==> config.mk <==
export PLATFORM = sky130hd
export DESIGN_NAME = rs15_13_gf16_decoder
export DESIGN_NICKNAME = d
export VERILOG_FILES = /design/src/rtl/rs_gf16_pkg.sv /design/src/rtl/rs15_13_syndrome.sv /design/src/rtl/rs15_13_gf16_decoder.sv
export SDC_FILE = /design/constraint.sdc
export NUM_CORES = 1
export LEC_CHECK = 0
export BUFFER_PORTS_ARGS = -buffer_cell sky130_fd_sc_hd__buf_4
export CAP_MARGIN = 20
export CORE_ASPECT_RATIO = 0.8
export CORE_MARGIN = 1.5
export CORE_UTILIZATION = 35
export CTS_BUF_LIST = sky130_fd_sc_hd__clkbuf_4 sky130_fd_sc_hd__clkbuf_8
export DETAILED_ROUTE_END_ITERATION = 7
export HOLD_SLACK_MARGIN = 0.05
export PLACE_DENSITY = 0.62
export SKIP_LAST_GASP = 1
export SYNTH_ARGS = -nofsm -noshare
export SYNTH_HDL_FRONTEND = slang
export SYNTH_HIERARCHICAL = 1
export SYNTH_SLANG_ARGS = --single-unit
==> constraint.sdc <==
create_clock -name clk -period 5.1 [get_ports clk]
set_input_delay 0 -clock clk [delete_from_list [all_inputs] [get_ports clk]]
set_output_delay 0 -clock clk [all_outputs]
set_load 0.02 [all_outputs]
==> src/rtl/rs_gf16_pkg.sv <==
// rs_gf16_pkg: GF(2^4) tables, arithmetic and shared types for the RS(15,13) decoder
package rs_gf16_pkg;
    localparam logic [4:0] PRIM_POLY = 5'b10011;
    localparam int N = 15;
    localparam int K = 13;
    // entry 15 wraps to alpha^15 = 1 so a 4-bit index is always in range
    localparam logic [3:0] GF_EXP [16] = '{4'h1, 4'h2, 4'h4, 4'h8, 4'h3, 4'h6, 4'hC, 4'hB,
                                          4'h5, 4'hA, 4'h7, 4'hE, 4'hF, 4'hD, 4'h9, 4'h1};
    localparam logic [3:0] GF_LOG [16] = '{4'd0, 4'd0, 4'd1, 4'd4, 4'd2, 4'd8, 4'd5, 4'd10,
                                          4'd3, 4'd14, 4'd9, 4'd7, 4'd6, 4'd13, 4'd11, 4'd12};
    localparam logic [3:0] GF_INV [16] = '{4'h0, 4'h1, 4'h9, 4'hE, 4'hD, 4'hB, 4'h7, 4'h6,
                                          4'hF, 4'h2, 4'hC, 4'h5, 4'hA, 4'h4, 4'h3, 4'h8};

    typedef enum logic [1:0] {IDLE, COLLECT, CALC, OUTPUT} state_t;

    function automatic logic [3:0] gf_mul(input logic [3:0] a, input logic [3:0] b);
        logic [3:0] acc;
        logic [3:0] t;
        acc = 4'h0;
        t = a;
        for (int i = 0; i < 4; i++) begin
            if (b[i]) acc = acc ^ t;
            t = t[3] ? ({t[2:0], 1'b0} ^ PRIM_POLY[3:0]) : {t[2:0], 1'b0};
        end
        return acc;
    endfunction
endpackage

==> src/rtl/rs15_13_syndrome.sv <==
// rs15_13_syndrome: Horner accumulators evaluating the received word at alpha and alpha^2
module rs15_13_syndrome
    import rs_gf16_pkg::*;
(
    input  logic       clk,
    input  logic       rst,
    input  logic       clr,
    input  logic       en,
    input  logic [3:0] sym,
    output logic [3:0] s1,
    output logic [3:0] s2
);
    always_ff @(posedge clk) begin
        if (rst) begin
            s1 <= 4'h0;
            s2 <= 4'h0;
        end else if (en) begin
            s1 <= gf_mul(clr ? 4'h0 : s1, GF_EXP[1]) ^ sym;
            s2 <= gf_mul(clr ? 4'h0 : s2, GF_EXP[2]) ^ sym;
        end else if (clr) begin
            s1 <= 4'h0;
            s2 <= 4'h0;
        end
    end
endmodule

==> src/rtl/rs15_13_gf16_decoder.sv <==
// rs15_13_gf16_decoder: symbol-serial RS(15,13) single-error decoder over GF(2^4)
module rs15_13_gf16_decoder
    import rs_gf16_pkg::*;
#(
    parameter bit CORRECT_EN = 1'b1,
    parameter int CNT_W = 16
) (
    input  logic             clk,
    input  logic             rst,
    input  logic [3:0]       in_sym,
    input  logic             in_valid,
    output logic             in_ready,
    output logic [3:0]       out_sym,
    output logic             out_valid,
    output logic             out_last,
    output logic             cw_done,
    output logic             err_corrected,
    output logic             err_uncorrectable,
    output logic [CNT_W-1:0] corr_cnt,
    output logic [CNT_W-1:0] uncorr_cnt
);
    state_t state, state_nx;
    logic [3:0] idx, s1, s2, fix_e, fix_p, calc_x;
    logic [3:0] sym_buf [N];
    logic corr_q, uncorr_q, accept, fix_hit;

    assign in_ready  = state == IDLE || state == COLLECT;
    assign accept    = in_valid && in_ready;
    assign out_valid = state == OUTPUT;
    assign out_last  = out_valid && idx == 4'(K - 1);
    assign cw_done   = out_last;
    assign fix_hit   = CORRECT_EN && corr_q && idx == fix_p;
    assign out_sym   = out_valid ? sym_buf[idx] ^ (fix_hit ? fix_e : 4'h0) : 4'h0;
    assign calc_x    = gf_mul(s2, GF_INV[s1]);

    rs15_13_syndrome u_syn (
        .clk(clk),
        .rst(rst),
        .clr(state == IDLE),
        .en (accept),
        .sym(in_sym),
        .s1 (s1),
        .s2 (s2)
    );

    always_comb begin
        state_nx = state;
        case (state)
            IDLE:    state_nx = accept ? COLLECT : IDLE;
            COLLECT: state_nx = (accept && idx == 4'(N - 1)) ? CALC : COLLECT;
            CALC:    state_nx = OUTPUT;
            OUTPUT:  state_nx = (idx == 4'(K - 1)) ? IDLE : OUTPUT;
            default: state_nx = IDLE;
        endcase
    end

    always_ff @(posedge clk) begin
        if (accept) sym_buf[idx] <= in_sym;
    end

    always_ff @(posedge clk) begin
        if (rst) begin
            state             <= IDLE;
            idx               <= 4'h0;
            fix_e             <= 4'h0;
            fix_p             <= 4'h0;
            corr_q            <= 1'b0;
            uncorr_q          <= 1'b0;
            err_corrected     <= 1'b0;
            err_uncorrectable <= 1'b0;
            corr_cnt          <= '0;
            uncorr_cnt        <= '0;
        end else begin
            state <= state_nx;
            if (accept) idx <= (idx == 4'(N - 1)) ? 4'h0 : idx + 4'h1;
            else if (state == OUTPUT) idx <= (idx == 4'(K - 1)) ? 4'h0 : idx + 4'h1;
            // X = alpha^d locates the error at degree d, i.e. buffer slot 14-d
            if (state == CALC) begin
                corr_q   <= s1 != 4'h0 && s2 != 4'h0;
                uncorr_q <= (s1 != 4'h0) != (s2 != 4'h0);
                fix_e    <= gf_mul(gf_mul(s1, s1), GF_INV[s2]);
                fix_p    <= 4'(N - 1) - GF_LOG[calc_x];
            end
            // commit one cycle early so flags and counters are already valid alongside cw_done
            if (state == OUTPUT && idx == 4'(K - 2)) begin
                err_corrected     <= corr_q;
                err_uncorrectable <= uncorr_q;
                if (corr_q && corr_cnt != {CNT_W{1'b1}}) corr_cnt <= corr_cnt + CNT_W'(1);
                if (uncorr_q && uncorr_cnt != {CNT_W{1'b1}}) uncorr_cnt <= uncorr_cnt + CNT_W'(1);
            end
        end
    end
endmodule

==> qor.csv <==
stage;metric;value;unit
cts;cts_tree;yes;
logic_synthesis;ys.flop_type;dfxtp_1;
floorplan;die_x;155;um
layout;area_growth;16.1;%
drt;via_per_inst;5.03;
logic_synthesis;syn_area;6490;um^2
timing;final_max_slew_viol_count;0;
drt;vias;4552;
grt;grt_pass1_wl;22200;um
logic_synthesis;ys_top_cells_by_count;nor2_1 (95), dfxtp_1 (62), edfxtp_1 (60), nand2_1 (44), xnor2_1 (37);
critical_path;critPathCaptureType;flop;
cts;clk-insertion-delay-late;0.44;ns
floorplan;row_count;44;
timing;finClkSkew;0.00989;ns
logic_synthesis;avgSynthCellArea;10.7;um^2
logic_synthesis;ys.warnings.count;6;
cts;clk_pin_slew;0.08;ns
drt;ant_nets;0;
placed_design;dpl.cell_count;866;
logic_synthesis;synth_most_common_cell;nor2_1;
timing;hold_viol;0;
grt;grt-ovfl-total;0;
timing;worstMarginPinSlew;0.882;ns
critical_path;worstSetupPathType;reg2reg;
cts;clock_sinks;122;
critical_path;path_cells;inv_1 > ha_1 > or3_4 > a22oi_2 > or3_4 > o21ai_0 > a22o_1 > xnor2_1 > ha_1 > inv_1 > mux2i_1 > mux2i_1 > inv_1 > ha_1 > xnor2_1 > mux2i_1 > nor2_1;
logic_synthesis;ys_ff_latch;122;
timing;setup_viol;0;
placed_design;dp_hpwl;9590;um
worst_hold_path;hold_path.startpoint;in_valid;
placed_design;numPortBuffers;48;
timing;finalCritPeriodShare;75.9;%
outcome;status;completed;
drt;firstDrtPassIters;4;
cts;post-cts-setup-buffer-count;0;
cts;ctsResizeCount;0;
floorplan;dieArea;19400;um^2
power;cellLeakagePower;2.79;nW
worst_hold_path;worstHoldPathCells;4;
timing;finalSetupTns;0;ns
timing;slew_headroom;41.1;%
logic_synthesis;ys_seq_area_share;46.9;%
critical_path;critPathLaunchType;flop;
placed_design;place_congestion;0.811;
floorplan;core;18200;um^2
drt;drt_iter0_drc;339;
critical_path;arrival;4.18;ns
job;cap_viol_max_count;0;
critical_path;cp-startpoint;u_syn/s1[0];
drt;wire_per_inst;14.9;um
worst_hold_path;whs_endpoint;state[0];
cts;clock_path_buffers;2;
grt;grt_pass1_vias;4327;
cts;cts-htree-levels;4;
grt;antenna_found_initial;0;
logic_synthesis;postSynthCellCount;609;
critical_path;max_stage_delay;0.62;ns
timing;rsz0062_at_grt;no;
logic_synthesis;syn_nets;646;
critical_path;crit_fanout;12;
cts;ctsHoldBuffers;6;
floorplan;die_h;125;um
logic_synthesis;synth_top_area_share;27.7;%
critical_path;cp.required;5.41;ns
cts;cts_buffers;17;
floorplan;io_pins;49;
drt;wirelength;13500;um
grt;grt_usage;14.6;%
drt;drc_errors;0;
logic_synthesis;synth_top_cell_by_area;edfxtp_1;
power;irDropWorstVdd;124;uV
logic_synthesis;ys_top_cells_by_area;edfxtp_1 (28%), dfxtp_1 (19%), mux4_2 (5.9%);
critical_path;reg2reg_from;u_syn/s1[0];
layout;final_nets;699;
layout;final-instance-count-excl-fill;905;
floorplan;start_util;35.8;%
cts;root_buffer;clkbuf_8;
power;power_density;299;nW/um^2
layout;fillCellCount;1755;
timing;fmax;258;MHz
critical_path;worstRegToRegCells;17;
grt;grt_max_degree;60;
logic_synthesis;async_flop_share;0;%
critical_path;rrSetupSlack;1.23;ns
worst_hold_path;hp-class;in2reg;
timing;period_needed;3.87;ns
logic_synthesis;ys_types;63;
logic_synthesis;synth_edf_count;60;
critical_path;slowest_stage;dfxtp_1;
layout;n_antenna_cell;0;
critical_path;reg2reg_to;fix_p[2];
layout;layout-drive-gt1-share;17.8;%
[worst max-delay path, delay by kind of cell, from the launching register on]
family                   cells  cell delay, ns
AND/OR/NAND/NOR              3            0.64
flip-flops                   1            0.62
multiplexers                 3            0.44
buffers and inverters        3            0.30
XOR/XNOR                     2            0.43
adder cells (fa/ha/maj)      3            0.75
AO/OA/AOI/OAI                3            0.56
[power by group]
group / internal [mW] / switching [mW]
sequential: 1.04 / 0.0301
clock: 0.491 / 0.400
combinational: 0.134 / 0.156
total: 1.67 / 0.586
[placed cells by master, fill, tap and decap left out, types with 3 or more instances in the layout]
cell and n:
ha_1 30, xor2_1 34, clkbuf_8 17, inv_6 3
dfxtp_1 62, a21oi_1 24, a31oi_1 7, inv_1 24
bufinv_16 3, inv_2 4, nand2_1 44, edfxtp_1 60
nand2b_1 5, a21o_1 3, a211o_1 4, xnor2_1 37
nor2_1 95, nor2b_1 7, and3_1 12, buf_4 49
a211oi_1 8, nand3_1 13, nor3_1 7, nand4_1 7
o21ai_0 16, clkinv_4 3, mux4_2 17, dlygate4sd3_1 6
a211oi_2 3, mux2i_1 19
[per-stage QoR]
stage	util (%)	cell area [um^2]	hold slack, ns	power (mW)	setup slack, ns
after global routing	41.5	7540	0.443	2.36	0.869
final	41.5	7540	0.418	2.25	1.23
after global placement	38.7	7030	0.280	1.37	1.39
after CTS	41.4	7510	0.388	2.28	1.20
after detailed placement	38.8	7040	0.292	1.37	1.22
after floorplan	-	6490	0.0989	1.31	1.65
[layer usage]
layer | vias up | global-route usage [%] | share of wire [%]
met2 | 81 | 22.0 | 45
met4 | 0 | 4.71 | 1.1
met3 | 12 | 3.27 | 4.1
met5 | - | 0 | 0
met1 | 2198 | 20.7 | 50
li1 | 2261 | - | -
[registers in the layout (all words and copies together), names as in the netlist, named ones only]
signal / count
err_uncorrectable: 1
uncorr_q: 1
corr_q: 1
u_syn/s1: 4
fix_e: 4
sym_buf: 60
corr_cnt: 16
idx: 4
fix_p: 4
u_syn/s2: 4
err_corrected: 1
uncorr_cnt: 16
state: 2
[kinds of logic (layout without fill, tap and decap cells)]
group                      count (synthesis)  count (layout)  synth area share [%]
adders and majority gates                 30              30                  5.78
muxes                                     36              36                  8.82
AOI/OAI and AO/OA                         86              86                  9.27
xor gates and xnor gates                  74              74                  10.7
DFF                                      122             122                  46.9
and+or+nand+nor                          210             210                  15.1
buffers and inverters                     51             117                  3.47
[worst max-delay path by stage]
stage                     to  depth (start not counted)  slack, ns
floorplan           fix_p[2]                         17       1.65
global placement    fix_p[2]                         17       1.39
detailed placement  fix_p[2]                         17       1.22
CTS                 fix_p[2]                         17       1.20
global route        fix_p[2]                         17       0.87
finish              fix_p[2]                         17       1.23
[area by class of cell]
type	count	area, um^2	share of cell area (%)
clock buffer	18	241	3.20
multi-input combinational	436	3230	42.8
inverter	28	105	1.39
sequential	122	3040	40.3
tap	230	288	3.82
timing repair buffer	57	467	6.19
clock inverter	14	171	2.27
Note: power is estimated with default switching activity, not from simulation.
